**config.mk**
```make
export PLATFORM = sky130hd
export DESIGN_NAME = mesi_isc_cbus_snoop_resp
export DESIGN_NICKNAME = d
export VERILOG_FILES = /design/src/rtl/mesi_isc_pkg.sv /design/src/rtl/mesi_isc_snoop_tag_array.sv /design/src/rtl/mesi_isc_cbus_snoop_resp.sv
export SDC_FILE = /design/constraint.sdc
export NUM_CORES = 1
export LEC_CHECK = 0
export ABC_CLOCK_PERIOD_IN_PS = 4350
export BUFFER_PORTS_ARGS = -buffer_cell sky130_fd_sc_hd__buf_2
export CAP_MARGIN = 15
export CORE_MARGIN = 1.5
export CORE_UTILIZATION = 52
export CTS_CLUSTER_DIAMETER = 60
export DETAILED_ROUTE_END_ITERATION = 16
export PLACE_DENSITY = 0.71
export RECOVER_POWER = 50
export SYNTH_ARGS = -nofsm -noshare
export SYNTH_HDL_FRONTEND = slang
export SYNTH_HIERARCHICAL = 1
export SYNTH_SLANG_ARGS = --single-unit
```
**constraint.sdc**
```tcl
create_clock -name clk -period 4.35 [get_ports clk]
set_clock_uncertainty 0.2 [all_clocks]
set_input_delay 0.6525 -clock clk [delete_from_list [all_inputs] [get_ports clk]]
set_output_delay 0.6525 -clock clk [all_outputs]
set_load 0.05 [all_outputs]
```
**src/rtl/mesi_isc_pkg.sv**
```systemverilog
// Shared types for the coherence-bus snoop responder: bus commands, MESI states,
// responder FSM states and the line-state table entry.
package mesi_isc_pkg;

    localparam int LINE_TAG_WIDTH = 27;

    typedef enum logic [2:0] {
        CMD_NOP      = 3'd0,
        CMD_WR_SNOOP = 3'd1,
        CMD_RD_SNOOP = 3'd2,
        CMD_EN_WR    = 3'd3,
        CMD_EN_RD    = 3'd4
    } cbus_cmd_e;

    typedef enum logic [1:0] {
        ST_I = 2'd0,
        ST_S = 2'd1,
        ST_E = 2'd2,
        ST_M = 2'd3
    } mesi_state_e;

    typedef enum logic [2:0] {
        FSM_IDLE     = 3'd0,
        FSM_LOOKUP   = 3'd1,
        FSM_WB       = 3'd2,
        FSM_GRANT    = 3'd3,
        FSM_ACK      = 3'd4,
        FSM_WAIT_NOP = 3'd5
    } snoop_fsm_e;

    typedef struct packed {
        logic [LINE_TAG_WIDTH-1:0] tag;
        mesi_state_e               state;
    } line_entry_t;

    function automatic logic is_active_cmd(input logic [2:0] cmd);
        return (cmd >= 3'd1) && (cmd <= 3'd4);
    endfunction

    function automatic logic is_reserved_cmd(input logic [2:0] cmd);
        return cmd > 3'd4;
    endfunction

endpackage

```
**src/rtl/mesi_isc_snoop_tag_array.sv**
```systemverilog
// Direct-mapped MESI line-state table: one write port, a registered lookup port
// and a combinational debug port; cleared to all-invalid by reset.
module mesi_isc_snoop_tag_array
    import mesi_isc_pkg::*;
#(
    parameter int INDEX_WIDTH = 3
) (
    input  logic                   clk,
    input  logic                   rst,
    input  logic                   we,
    input  logic [INDEX_WIDTH-1:0] wr_index,
    input  line_entry_t            wr_entry,
    input  logic                   rd_en,
    input  logic [INDEX_WIDTH-1:0] rd_index,
    output line_entry_t            rd_entry,
    input  logic [INDEX_WIDTH-1:0] dbg_index,
    output line_entry_t            dbg_entry
);
    localparam int DEPTH = 1 << INDEX_WIDTH;

    line_entry_t mem_r [DEPTH];
    line_entry_t rd_entry_r;

    // Table storage with synchronous clear.
    always_ff @(posedge clk) begin
        if (rst) begin
            for (int i = 0; i < DEPTH; i++) begin
                mem_r[i] <= '0;
            end
        end else if (we) begin
            mem_r[wr_index] <= wr_entry;
        end
    end

    // Lookup data is captured when a command is accepted and used one cycle later.
    always_ff @(posedge clk) begin
        if (rst) begin
            rd_entry_r <= '0;
        end else if (rd_en) begin
            rd_entry_r <= mem_r[rd_index];
        end
    end

    assign rd_entry  = rd_entry_r;
    assign dbg_entry = mem_r[dbg_index];

endmodule

```
**src/rtl/mesi_isc_cbus_snoop_resp.sv**
```systemverilog
// CPU-side coherence-bus endpoint: services snoops (with writeback of M lines) and
// grants the local CPU's pending accesses, acknowledging each command once.
module mesi_isc_cbus_snoop_resp
    import mesi_isc_pkg::*;
#(
    parameter int CBUS_CMD_WIDTH = 3,
    parameter int ADDR_WIDTH     = 32,
    parameter int OFFSET_WIDTH   = 2,
    parameter int INDEX_WIDTH    = 3
) (
    input  logic                      clk,
    input  logic                      rst,
    input  logic [ADDR_WIDTH-1:0]     cbus_addr_i,
    input  logic [CBUS_CMD_WIDTH-1:0] cbus_cmd_i,
    output logic                      cbus_ack_o,
    output logic                      wb_req_o,
    output logic [ADDR_WIDTH-1:0]     wb_addr_o,
    input  logic                      wb_ack_i,
    output logic                      en_valid_o,
    output logic                      en_wr_o,
    output logic [ADDR_WIDTH-1:0]     en_addr_o,
    input  logic                      en_ready_i,
    input  logic [ADDR_WIDTH-1:0]     dbg_addr_i,
    output logic [1:0]                dbg_state_o,
    output logic                      proto_err_o
);
    localparam int TAG_WIDTH = ADDR_WIDTH - INDEX_WIDTH - OFFSET_WIDTH;

    snoop_fsm_e            state_r, state_next_s;
    cbus_cmd_e             cmd_r;
    logic [ADDR_WIDTH-1:0] addr_r;
    mesi_state_e           new_state_r, new_state_s;
    logic                  ack_r, wb_req_r, en_valid_r, en_wr_r, proto_err_r;
    logic                  accept_s, busy_s, hit_s, err_event_s, tbl_we_s, unused_dbg_offset_s;
    logic [TAG_WIDTH-1:0]  addr_tag_s, dbg_tag_s;
    line_entry_t           rd_entry_s, dbg_entry_s, tbl_wr_entry_s;

    assign accept_s   = (state_r == FSM_IDLE) && is_active_cmd(cbus_cmd_i);
    assign busy_s     = (state_r == FSM_LOOKUP) || (state_r == FSM_WB) ||
                        (state_r == FSM_GRANT)  || (state_r == FSM_ACK);
    assign addr_tag_s = addr_r[ADDR_WIDTH-1 -: TAG_WIDTH];
    assign dbg_tag_s  = dbg_addr_i[ADDR_WIDTH-1 -: TAG_WIDTH];
    assign hit_s      = (rd_entry_s.state != ST_I) && (rd_entry_s.tag == addr_tag_s);
    assign err_event_s = is_reserved_cmd(cbus_cmd_i) ||
                         (busy_s && ((cbus_cmd_i != cmd_r) || (cbus_addr_i != addr_r)));
    assign unused_dbg_offset_s = ^dbg_addr_i[OFFSET_WIDTH-1:0];

    mesi_isc_snoop_tag_array #(.INDEX_WIDTH(INDEX_WIDTH)) u_tag_array (
        .clk       (clk),
        .rst       (rst),
        .we        (tbl_we_s),
        .wr_index  (addr_r[OFFSET_WIDTH +: INDEX_WIDTH]),
        .wr_entry  (tbl_wr_entry_s),
        .rd_en     (accept_s),
        .rd_index  (cbus_addr_i[OFFSET_WIDTH +: INDEX_WIDTH]),
        .rd_entry  (rd_entry_s),
        .dbg_index (dbg_addr_i[OFFSET_WIDTH +: INDEX_WIDTH]),
        .dbg_entry (dbg_entry_s)
    );

    // Next-state and table-write decode.
    always_comb begin
        state_next_s         = state_r;
        new_state_s          = new_state_r;
        tbl_we_s             = 1'b0;
        tbl_wr_entry_s.tag   = addr_tag_s;
        tbl_wr_entry_s.state = ST_I;
        case (state_r)
            FSM_IDLE: begin
                if (accept_s) state_next_s = FSM_LOOKUP;
                else          state_next_s = FSM_IDLE;
            end
            FSM_LOOKUP: begin
                case (cmd_r)
                    CMD_WR_SNOOP: begin
                        new_state_s = ST_I;
                        if (hit_s && (rd_entry_s.state == ST_M)) begin
                            state_next_s = FSM_WB;
                        end else if (hit_s) begin
                            tbl_we_s     = 1'b1;
                            state_next_s = FSM_ACK;
                        end else begin
                            state_next_s = FSM_ACK;
                        end
                    end
                    CMD_RD_SNOOP: begin
                        new_state_s = ST_S;
                        if (hit_s && (rd_entry_s.state == ST_M)) begin
                            state_next_s = FSM_WB;
                        end else if (hit_s && (rd_entry_s.state == ST_E)) begin
                            tbl_we_s             = 1'b1;
                            tbl_wr_entry_s.state = ST_S;
                            state_next_s         = FSM_ACK;
                        end else begin
                            state_next_s = FSM_ACK;
                        end
                    end
                    CMD_EN_WR, CMD_EN_RD: state_next_s = FSM_GRANT;
                    default:              state_next_s = FSM_ACK;
                endcase
            end
            FSM_WB: begin
                if (wb_ack_i) begin
                    tbl_we_s             = 1'b1;
                    tbl_wr_entry_s.state = new_state_r;
                    state_next_s         = FSM_ACK;
                end else begin
                    state_next_s = FSM_WB;
                end
            end
            FSM_GRANT: begin
                // Installing overwrites whatever victim held the index.
                if (en_ready_i) begin
                    tbl_we_s             = 1'b1;
                    tbl_wr_entry_s.state = en_wr_r ? ST_M : ST_S;
                    state_next_s         = FSM_ACK;
                end else begin
                    state_next_s = FSM_GRANT;
                end
            end
            FSM_ACK: state_next_s = FSM_WAIT_NOP;
            FSM_WAIT_NOP: begin
                if ((cbus_cmd_i == CMD_NOP) || is_reserved_cmd(cbus_cmd_i)) state_next_s = FSM_IDLE;
                else                                                         state_next_s = FSM_WAIT_NOP;
            end
            default: state_next_s = FSM_IDLE;
        endcase
    end

    // State, latched command and registered handshake outputs.
    always_ff @(posedge clk) begin
        if (rst) begin
            state_r     <= FSM_IDLE;
            cmd_r       <= CMD_NOP;
            addr_r      <= '0;
            new_state_r <= ST_I;
            ack_r       <= 1'b0;
            wb_req_r    <= 1'b0;
            en_valid_r  <= 1'b0;
            en_wr_r     <= 1'b0;
            proto_err_r <= 1'b0;
        end else begin
            state_r     <= state_next_s;
            new_state_r <= new_state_s;
            ack_r       <= (state_next_s == FSM_ACK);
            wb_req_r    <= (state_next_s == FSM_WB);
            en_valid_r  <= (state_next_s == FSM_GRANT);
            if (accept_s) begin
                cmd_r   <= cbus_cmd_e'(cbus_cmd_i);
                addr_r  <= cbus_addr_i;
                en_wr_r <= (cbus_cmd_i == CMD_EN_WR);
            end
            if (err_event_s) begin
                proto_err_r <= 1'b1;
            end
        end
    end

    // Debug view: invalid on a tag miss.
    always_comb begin
        if ((dbg_entry_s.state != ST_I) && (dbg_entry_s.tag == dbg_tag_s)) begin
            dbg_state_o = dbg_entry_s.state;
        end else begin
            dbg_state_o = ST_I;
        end
    end

    assign cbus_ack_o  = ack_r;
    assign wb_req_o    = wb_req_r;
    assign wb_addr_o   = {addr_r[ADDR_WIDTH-1:OFFSET_WIDTH], {OFFSET_WIDTH{1'b0}}};
    assign en_valid_o  = en_valid_r;
    assign en_wr_o     = en_wr_r;
    assign en_addr_o   = addr_r;
    assign proto_err_o = proto_err_r;

endmodule

```
==> results.txt, run 1 <==
fraction of layout cells with a size suffix above 1 = 25.8%
DRT iter0 DRCs = 1,114
first-pass GRT wire length = 70,800 microns
post-synthesis register bit count = 305
CTS tree = done
vias in the first global route = 11,154
worst slew pin tran = 1690 ps
Post-Route WL = 48,100 microns
Max Transition Viols Final = 108
NumNets Final = 1,505
routed len/inst = 25.8 microns
Worst EP arrival = 3340 ps
met3 WL = 4200 microns
final setup vio count = 0
FMAX = 239 MHz
antenna violations before repair = 0
number of distinct library cells after synthesis = 57
Pleak = 0.00695 uW
CP max FO = 8
Die Span Y = 182 microns
status = complete, but fails checks
fin area = 18,700 sq um
peak supply drop = 0.341 mV
# IOs = 142
DRC = 0
Area growth, synth to finish = 11.9%
post-detail-place hpwl = 29,700 microns
highest metal used = met4
Worst Hold Class = in -> reg
Synth Flop Type = edfxtp_1
Remaining Overflow, GRT = 0
# hold bufs at CTS = 0
Reg clk slew, reported paths = 60 ps
Antenna diodes = 0
number of flops mapped to enable cells by yosys = 232
final worst path period share = 96.3%
YS warnings = 6
Post-Syn Area = 16,700 sq um
max_cap viols = 2
reg2reg setup slack = 210 ps
Routability Congestion = 0.836
Tmin final = 4190 ps
number of buffers created by CTS = 34
M1 WL = 19,800 microns
die width = 182 microns
CTS HTree Levels = 2
RSZ-0062 raised after global routing = no
initial cell density of the core = 53.0%
Worst Path Required = 3500 ps
root buffer cell = clkbuf_16
Fin. Hold Viols = 0
largest net degree at the start of global routing = 66
failing checks = max-capacitance violations, max-slew violations
Worst Path Class, Setup = in -> out
# rows = 65
Core ar. = 31,600 sq um
port bufs = 137
Slew HR = -12.7%
overall die area = 33,200 sq um
post-synthesis cell count = 1,331
sequential share of the synthesized area = 50.4%
power per cell area = 430 nW/um^2
drt first pass iters = 5
Final ANT Viol Nets = 0
routed vias = 11,351
area post-placement = 17,600 sq um
CTS Buffer Depth = 3
Avg Cell Area, Syn = 12.6 sq um
Setup crit end kind = output port
Skew-Pair Late Insertion Delay = 510 ps
hold_ws = 191 ps
FFs w/ async S/R, synth = 0%
global-route usage over all layers = 29.0%
vias per inst = 6.10
Clock Sinks = 305
WL met2 = 22,500 microns
Startpoint Class = input pin
-- cells in the final DEF (no fill, tap or decap), types with 4 or more instances in the layout --
cell type	instances
a211oi_1	12
a211oi_2	19
a21oi_1	40
a221o_1	24
a22oi_1	5
and2_0	57
and2_1	177
buf_12	11
buf_2	64
buf_4	59
bufinv_16	4
clkbuf_1	82
clkbuf_16	37
clkbuf_2	6
clkinv_1	4
clkinv_2	5
dfxtp_1	73
edfxtp_1	232
mux2_2	87
mux2i_1	58
mux4_2	58
nand2_1	85
nand2b_1	7
nand4_1	17
nor2_1	43
nor2_2	4
nor3_1	4
nor4_1	8
o221ai_1	5
o22ai_1	24
or2_2	7
xnor2_1	61
xor2_1	32
-- cell families after synthesis --
| kind of cell | synth area share (%) |
|---|---|
| AOI/OAI and AO/OA | 6.91 |
| DFF | 50.4 |
| muxes | 17.2 |
| xor gates and xnor gates | 4.87 |
| adders and majority gates | 0.0749 |
| buffers and inverters | 6.16 |
| and+or+nand+nor | 14.3 |
| other | 0.0224 |
-- synth_stat cells (all sizes together) (40+ instances only) --
master,instances,area [sq um]
buf,103,841
mux2,88,991
xnor2,61,534
mux4,58,1310
mux2i,58,581
a21oi,40,200
and2,234,1460
nand2,86,323
clkbuf,48,180
edfxtp,232,6970
dfxtp,73,1460
nor2,47,176
-- through the flow --
step           setup slack, ps  util [%]  setup TNS [ps]  total power [uW]  instances
2_1_floorplan              537         -               0              4700       1332
3_3_place_gp              -282      55.7            -557              5110       1787
3_5_place_dp              -236      55.7            -466              5150       1787
4_1_cts                   51.7      59.5               0              8090       1849
5_1_grt                   10.1      59.2               0              8300       1861
6_report                   160      59.2               0              8040       1861
-- power breakdown --
group	total [uW]	switching [uW]	internal, uW
registers	3460	155	3300
logic	1620	1070	556
clock network	2960	1140	1820
-- cell type report --
| cell class | instances | area [sq um] |
|---|---|---|
| Inverter | 2 | 7.51 |
| Clock buffer | 48 | 987 |
| Fill cell | 2493 | 12900 |
| Timing Repair Buffer | 216 | 1320 |
| Sequential cell | 305 | 8430 |
| Clock inverter | 14 | 169 |
| Multi-Input combinational cell | 874 | 7280 |
| Tap cell | 402 | 503 |
-- state kept, by name (all words and copies together) (netlist names) --
| register | flops |
|---|---|
| en_valid_o | 1 |
| en_wr_o | 1 |
| cbus_ack_o | 1 |
| u_tag_array/rd_entry | 29 |
| new_state_r | 1 |
| u_tag_array/mem_r | 232 |
| cmd_r | 3 |
| wb_req_o | 1 |
| en_addr_o | 32 |
| proto_err_o | 1 |
| state_r | 3 |
-- routing by layer --
| metal | up-vias | GRT usage, % |
|---|---|---|
| met5 | - | 0 |
| met4 | 0 | 10.0 |
| met1 | 5635 | 41.2 |
| met2 | 594 | 46.3 |
| li1 | 5014 | - |
| met3 | 108 | 3.73 |
-- what timing repair did --
| action | CTS | global route |
|---|---|---|
| pin swaps | 0 | 2 |
| resized for setup | 3 | 6 |
| buffers inserted | 0 | 12 |
| setup endpoints to repair | 2 | 2 |
-- critical path, stage by stage --
cell and delay (ps):
buf_4 190, buf_12 170, mux4_2 500, mux2_2 280, xor2_1 210, nor4_4 410, buf_4 180, nand4_1 110
nor4_2 150, buf_4 170, and2_1 130, buf_4 190
-- worst paths after layout --
path / start / endpoint / cells past startpoint
max: dbg_addr_i[2] / dbg_state_o[0] / 12
min: cbus_addr_i[18] / en_addr_o[18] / 3
max reg2reg: en_addr_o[23] / u_tag_array/mem_r[6][0] / 10
min reg2reg: en_addr_o[1] / en_addr_o[1] / 2
Note: power is estimated with default switching activity, not from simulation.
==> inputs of run 2 (changes only) <==
Settings changed: CORE_UTILIZATION 52 to 36, PLACE_DENSITY 0.71 to default.
==> run 2 against run 1 <==
The flow still finishes with violations (max-capacitance violations, max-slew violations). Non-clock buffer count increased by 3. Worst hold slack lost 29 ps. Wire length up 6.2%. Global-route usage shrank 7.6 points. Clock power about the same. Sequential cell count unchanged. Via count down 2.3%. Setup slack got worse by 62 ps. First-iteration DRC count down 8.5%. Design area grew 1.2%. Combinational power barely moved. Critical path depth did not move. Largest cell class unchanged. Largest power group unchanged.
==> results.txt, run 2 (same netlist as run 1, synthesis figures left out) <==
final setup vio count = 0 (unchanged)
CP peak stage delay = 520 ps (was 500 ps)
crit path cell chain = buf_4, buf_12, mux4_2, mux2_2, xor2_1, nor4_2, buf_4, nand4_1, nor4_1, buf_4, and2_1, clkbuf_4 (was buf_4, buf_12, mux4_2, mux2_2, xor2_1, nor4_4, buf_4, nand4_1, nor4_2, buf_4, and2_1, buf_4)
vias per inst = 5.36 (was 6.10)
Core ar. = 45,600 sq um (was 31,600 sq um)
max_cap viols = 2 (unchanged)
Reg clk slew, reported paths = 60 ps (about the same)
Largest Register = u_tag_array/mem_r (unchanged)
WP depth = 12 (unchanged)
most common cell after layout, fill and taps aside = edfxtp_1 (unchanged)
overall die area = 47,700 sq um (was 33,200 sq um)
post-detail-place hpwl = 33,200 microns (was 29,700 microns)
max reg flops = 232 (unchanged)
routed len/inst = 24.7 microns (was 25.8 microns)
# rows = 78 (was 65)
Setup crit end kind = output port (unchanged)
failing checks = max-capacitance violations, max-slew violations (unchanged)
hold_sp = cbus_addr_i[0] (was cbus_addr_i[18])
Worst Path Required = 3500 ps (about the same)
Worst Path Class, Setup = in -> out (unchanged)
fraction of layout cells with a size suffix above 1 = 25.7% (was 25.8%)
setup ws final = 97.9 ps (was 160 ps)
Worst Hold Class = in -> reg (unchanged)
die width = 218 microns (was 182 microns)
Startpoint Class = input pin (unchanged)
RR Startpoint = u_tag_array/rd_entry[28] (was en_addr_o[23])
NumNets Final = 1,511 (was 1,505)
Skew-Pair Late Insertion Delay = 550 ps (was 510 ps)
Worst EP arrival = 3400 ps (was 3340 ps)
first-pass GRT wire length = 73,600 microns (was 70,800 microns)
Pleak = 0.00696 uW (was 0.00695 uW)
reg2reg setup slack = 380 ps (was 210 ps)
Setup WS pre-CTS = -38.0 ps (was -236 ps)
Post-Route WL = 51,100 microns (was 48,100 microns)
Hold Path Cell Cnt = 3 (unchanged)
worst slew pin tran = 3240 ps (was 1690 ps)
Final ANT Viol Nets = 0 (unchanged)
Tmin final = 4250 ps (was 4190 ps)
CP max-delay cell = mux4_2 (unchanged)
commonest cells after routing, fill and taps aside = 232 x edfxtp_1, 193 x and2_1, 88 x clkbuf_1 (was 232 x edfxtp_1, 177 x and2_1, 87 x mux2_2)
Fin. Hold Viols = 0 (unchanged)
met3 WL = 3620 microns (was 4200 microns)
initial cell density of the core = 36.7% (was 53.0%)
WP buf/inv = 5 (unchanged)
FMAX = 235 MHz (was 239 MHz)
Area growth, synth to finish = 13.2% (was 11.9%)
M1 WL = 22,900 microns (was 19,800 microns)
status = complete, but fails checks (unchanged)
# hold bufs at CTS = 0 (unchanged)
routed vias = 11,088 (was 11,351)
largest net degree at the start of global routing = 62 (was 66)
RR Endpoint = u_tag_array/mem_r[4][4] (was u_tag_array/mem_r[6][0])
CTS tree = done (unchanged)
vias in the first global route = 11,010 (was 11,154)
CP max FO = 15 (was 8)
Top delay family on crit path = buffers and inverters (unchanged)
power per cell area = 427 nW/um^2 (was 430 nW/um^2)
final worst path period share = 97.7% (was 96.3%)
CTS HTree Levels = 2 (unchanged)
RSZ-0062 raised after global routing = yes (was no)
Die Span Y = 218 microns (was 182 microns)
worst r2r path cells = 10 (unchanged)
Final TNS setup = 0 ps (unchanged)
DRC = 0 (unchanged)
highest metal used = met4 (unchanged)
Max Transition Viols Final = 101 (was 108)
global-route usage over all layers = 21.5% (was 29.0%)
# IOs = 142 (unchanged)
number of fillers in the final layout = 4,267 (was 2,493)
Remaining Overflow, GRT = 0 (unchanged)
Routability Congestion = 0.831 (was 0.836)
CTS Buffer Depth = 3 (unchanged)
most frequent CP cell = buf_4 (unchanged)
port bufs = 137 (unchanged)
peak supply drop = 0.242 mV (was 0.341 mV)
Slew HR = -116% (was -12.7%)
root buffer cell = clkbuf_16 (unchanged)
drt first pass iters = 5 (unchanged)
Clock Sinks = 305 (unchanged)
DRT iter0 DRCs = 1,019 (was 1,114)
Hold EP = en_addr_o[0] (was en_addr_o[18])
Setup crit start = dbg_addr_i[2] (unchanged)
antenna violations before repair = 1 (was 0)
WL met2 = 23,100 microns (was 22,500 microns)
number of buffers created by CTS = 37 (was 34)
Setup Buffers After CTS = 0 (unchanged)
[run 2: changes by cell type in the layout (fill, tap and decap cells not counted), sizes merged]
cell	previous run	this run
buf	136	131
inv	2	4
clkinvlp	0	3
clkbuf	128	147
diode	0	1
clkinv	10	4
bufinv	4	0
[run 2: worst max-delay path by stage]
stage	endpoint	slack, ps
3_3_place_gp	dbg_state_o[1]	-50
4_1_cts	dbg_state_o[0]	30
2_1_floorplan	dbg_state_o[0]	540
5_1_grt	wb_req_o	2
6_report	dbg_state_o[0]	100
3_5_place_dp	dbg_state_o[0]	-40
[run 2: metal layers]
| metal | up-vias | track usage (%) |
|---|---|---|
| li1 | 5032 | - |
| met1 | 5495 | 30.2 |
| met2 | 490 | 33.8 |
| met3 | 71 | 3.23 |
| met4 | 0 | 7.10 |
| met5 | - | 0 |
[run 2: per-stage QoR]
step,cell area (sq um),power (uW),utilization [%],std cells,hold slack (ps)
floorplan,16700,4700,-,1332,275
global placement,18000,5160,39.4,2000,269
detailed placement,18000,5180,39.4,2000,282
CTS,19100,8150,42.0,2068,140
global route,18900,8350,41.5,2068,159
finish,18900,8070,41.5,2069,162
[run 2: area by class of cell]
| cell class | count | area (sq um) | area share [%] |
|---|---|---|---|
| tap | 600 | 751 | 3.97 |
| multi-input combinational | 874 | 7230 | 38.2 |
| sequential | 305 | 8430 | 44.6 |
| antenna | 1 | 2.50 | 0.0132 |
| clock inverter | 9 | 62.6 | 0.331 |
| clock buffer | 59 | 1110 | 5.87 |
| inverter | 2 | 7.51 | 0.0397 |
| timing repair buffer | 219 | 1330 | 7.02 |
[run 2: timing repair]
item,in CTS,in global routing
pin swaps,0,1
setup endpoints to repair,2,2
gates resized for setup,1,3
[run 2: power breakdown]
part           internal (uW)  switching [uW]  total, uW
clock network           1760            1230       2990
logic                    550            1070       1620
registers               3310             157       3460
total                   5620            2460       8070
[run 2: worst reg2reg max path, cell delays in order (launching register included)]
cell	delay, ps
dfxtp_1	350
xnor2_1	330
nand4_1	290
nor4_1	380
clkbuf_1	240
nand4_1	150
o21ai_0	260
or3b_2	580
nor2_1	200
clkbuf_1	630
and2_1	230
==> inputs of run 3 (changes only) <==
Settings changed: BUFFER_PORTS_ARGS -buffer_cell sky130_fd_sc_hd__buf_2 to -buffer_cell sky130_fd_sc_hd__clkbuf_2, CORE_MARGIN 1.5 to default, SETUP_SLACK_MARGIN from default to 0.4.
==> run 3 against run 2 <==
The run still ends with max-capacitance violations, max-slew violations left. Critical path depth rose by 1. Total power rose by 2.7%. Sequential share of layout area fell by 0.89 points.
==> results.txt, run 3 (same netlist as run 1, synthesis figures left out) <==
status = complete, but fails checks (unchanged)
failing checks = max-capacitance violations, max-slew violations (unchanged)
power per cell area = 429 nW/um^2 (was 427 nW/um^2)
overall die area = 47,300 sq um (was 47,700 sq um)
fraction of layout cells with a size suffix above 1 = 27.5% (was 25.7%)
vias in the first global route = 10,904 (was 11,010)
port bufs = 137 (unchanged)
Pleak = 0.00718 uW (was 0.00696 uW)
die width = 217 microns (was 218 microns)
RSZ-0062 raised after global routing = yes (unchanged)
post-route insts no fill = 2,076 (was 2,069)
routed len/inst = 24.0 microns (was 24.7 microns)
CTS tree = done (unchanged)
CTS HTree Levels = 2 (unchanged)
max_cap viols = 2 (unchanged)
Final ANT Viol Nets = 0 (unchanged)
global-route usage over all layers = 21.0% (was 21.5%)
DRT iter0 DRCs = 1,061 (was 1,019)
root buffer cell = clkbuf_16 (unchanged)
Reg clk slew, reported paths = 60 ps (about the same)
Clock Sinks = 305 (unchanged)
Worst Path Class, Setup = in -> out (unchanged)
Die Span Y = 217 microns (was 218 microns)
Area growth, synth to finish = 15.5% (was 13.2%)
final setup vio count = 0 (unchanged)
max reg flops = 232 (unchanged)
Largest Register = u_tag_array/mem_r (unchanged)
commonest cells after routing, fill and taps aside = 232 x edfxtp_1, 213 x and2_1, 85 x nand2_1, 85 x mux2_2, 77 x clkbuf_1 (was 232 x edfxtp_1, 193 x and2_1, 88 x clkbuf_1)
initial cell density of the core = 36.7% (unchanged)
Remaining Overflow, GRT = 0 (unchanged)
Startpoint Class = input pin (unchanged)
FMAX = 244 MHz (was 235 MHz)
CP max FO = 7 (was 15)
most frequent CP cell = buf_12 (was buf_4)
Worst EP arrival = 3240 ps (was 3400 ps)
NumNets Final = 1,518 (was 1,511)
Max Transition Viols Final = 94 (was 101)
Worst Hold Class = in -> reg (unchanged)
Worst Path Required = 3500 ps (about the same)
Placed Cells = 1,994 (was 2,000)
WP buf/inv = 6 (was 5)
hold_ws = 170 ps (was 162 ps)
peak supply drop = 0.277 mV (was 0.242 mV)
Fin. Hold Viols = 0 (unchanged)
# rows = 78 (unchanged)
final worst path period share = 94.2% (was 97.7%)
CTS Buffer Depth = 3 (unchanged)
Routability Congestion = 0.821 (was 0.831)
CP peak stage delay = 490 ps (was 520 ps)
DRC = 0 (unchanged)
Final TNS setup = 0 ps (unchanged)
antenna violations before repair = 4 (was 1)
# IOs = 142 (unchanged)
Slew HR = -88.9% (was -116%)
Skew-Pair Late Insertion Delay = 520 ps (was 550 ps)
number of buffers created by CTS = 37 (unchanged)
routed vias = 11,153 (was 11,088)
Post-Route WL = 49,900 microns (was 51,100 microns)
Tmin final = 4100 ps (was 4250 ps)
most common cell after layout, fill and taps aside = edfxtp_1 (unchanged)
post-detail-place hpwl = 32,300 microns (was 33,200 microns)
crit path cell chain = buf_12, buf_12, buf_12, mux4_2, mux2_4, xor2_1, nor4_2, buf_4, nand4_1, nor4_2, buf_4, and2_4, buf_12 (was buf_4, buf_12, mux4_2, mux2_2, xor2_1, nor4_2, buf_4, nand4_1, nor4_1, buf_4, and2_1, clkbuf_4)
largest net degree at the start of global routing = 57 (was 62)
# hold bufs at CTS = 0 (unchanged)
worst slew pin tran = 2830 ps (was 3240 ps)
drt first pass iters = 5 (unchanged)
CP max-delay cell = mux4_2 (unchanged)
vias per inst = 5.37 (was 5.36)
Setup crit end kind = output port (unchanged)
first-pass GRT wire length = 72,200 microns (was 73,600 microns)
Core ar. = 45,600 sq um (unchanged)
Top delay family on crit path = buffers and inverters (unchanged)
run 3: changes by cell type in the layout (fill, tap and decap cells not counted), moves of 3 or more:
cell	before	now
buf_4	53	57
buf_2	65	0
clkbuf_2	12	74
buf_12	12	25
a211oi_2	13	18
clkbuf_1	88	77
bufinv_16	0	3
and2_0	41	19
and2_1	193	213
a211oi_1	18	12
run 3: tightest hold or removal path: stages:
cell,delay [ps]
clkbuf_2,90
nand2_1,50
a21oi_1,50
run 3: final timing paths:
kind                   startpoint                      end  slack [ps]  cells after the start
hold / removal    cbus_addr_i[24]            en_addr_o[24]         170                      3
setup / recovery    dbg_addr_i[2]           dbg_state_o[0]         250                     13
hold reg to reg      en_addr_o[1]             en_addr_o[1]         280                      2
setup reg to reg    en_addr_o[31]  u_tag_array/mem_r[1][3]         560                     10
run 3: layout make-up:
type                            instances  area (sq um)
Inverter                                2          8.76
Sequential cell                       305          8430
Tap cell                              600           751
Timing Repair Buffer                  226          1570
Clock buffer                           55          1100
Antenna cell                            1          2.50
Clock inverter                         13           158
Fill cell                            4221         26300
Multi-Input combinational cell        874          7280
run 3: power breakdown:
group / switching, uW / leakage, uW / internal (uW)
Clock: 1230 / 0.000623 / 1950
Sequential: 154 / 0.00300 / 3300
Combinational: 1080 / 0.00356 / 580
Total: 2460 / 0.00718 / 5830
run 3: per-layer routing:
layer,share of wire [%],up-vias,global-route usage [%]
li1,-,5033,-
met1,45,5549,30.3
met2,45,505,32.7
met3,8.4,64,3.64
met4,1.5,2,4.46
met5,0.016,-,0
run 3: what timing repair did:
action	4_1_cts	5_1_grt
gates resized for setup	11	3
endpoints found under the setup margin	2	2
setup buffers	12	1
pin swaps	6	0
run 3: stage by stage:
stage / cell area (sq um) / power, uW / setup slack (ps) / utilization, %
finish: 19300 / 8290 / 254 / 42.4
floorplan: 16700 / 4700 / 537 / -
detailed placement: 18000 / 5180 / 67.9 / 39.5
global route: 19300 / 8570 / 54.8 / 42.4
global placement: 18000 / 5160 / 26.1 / 39.5
CTS: 19400 / 8370 / 184 / 42.7
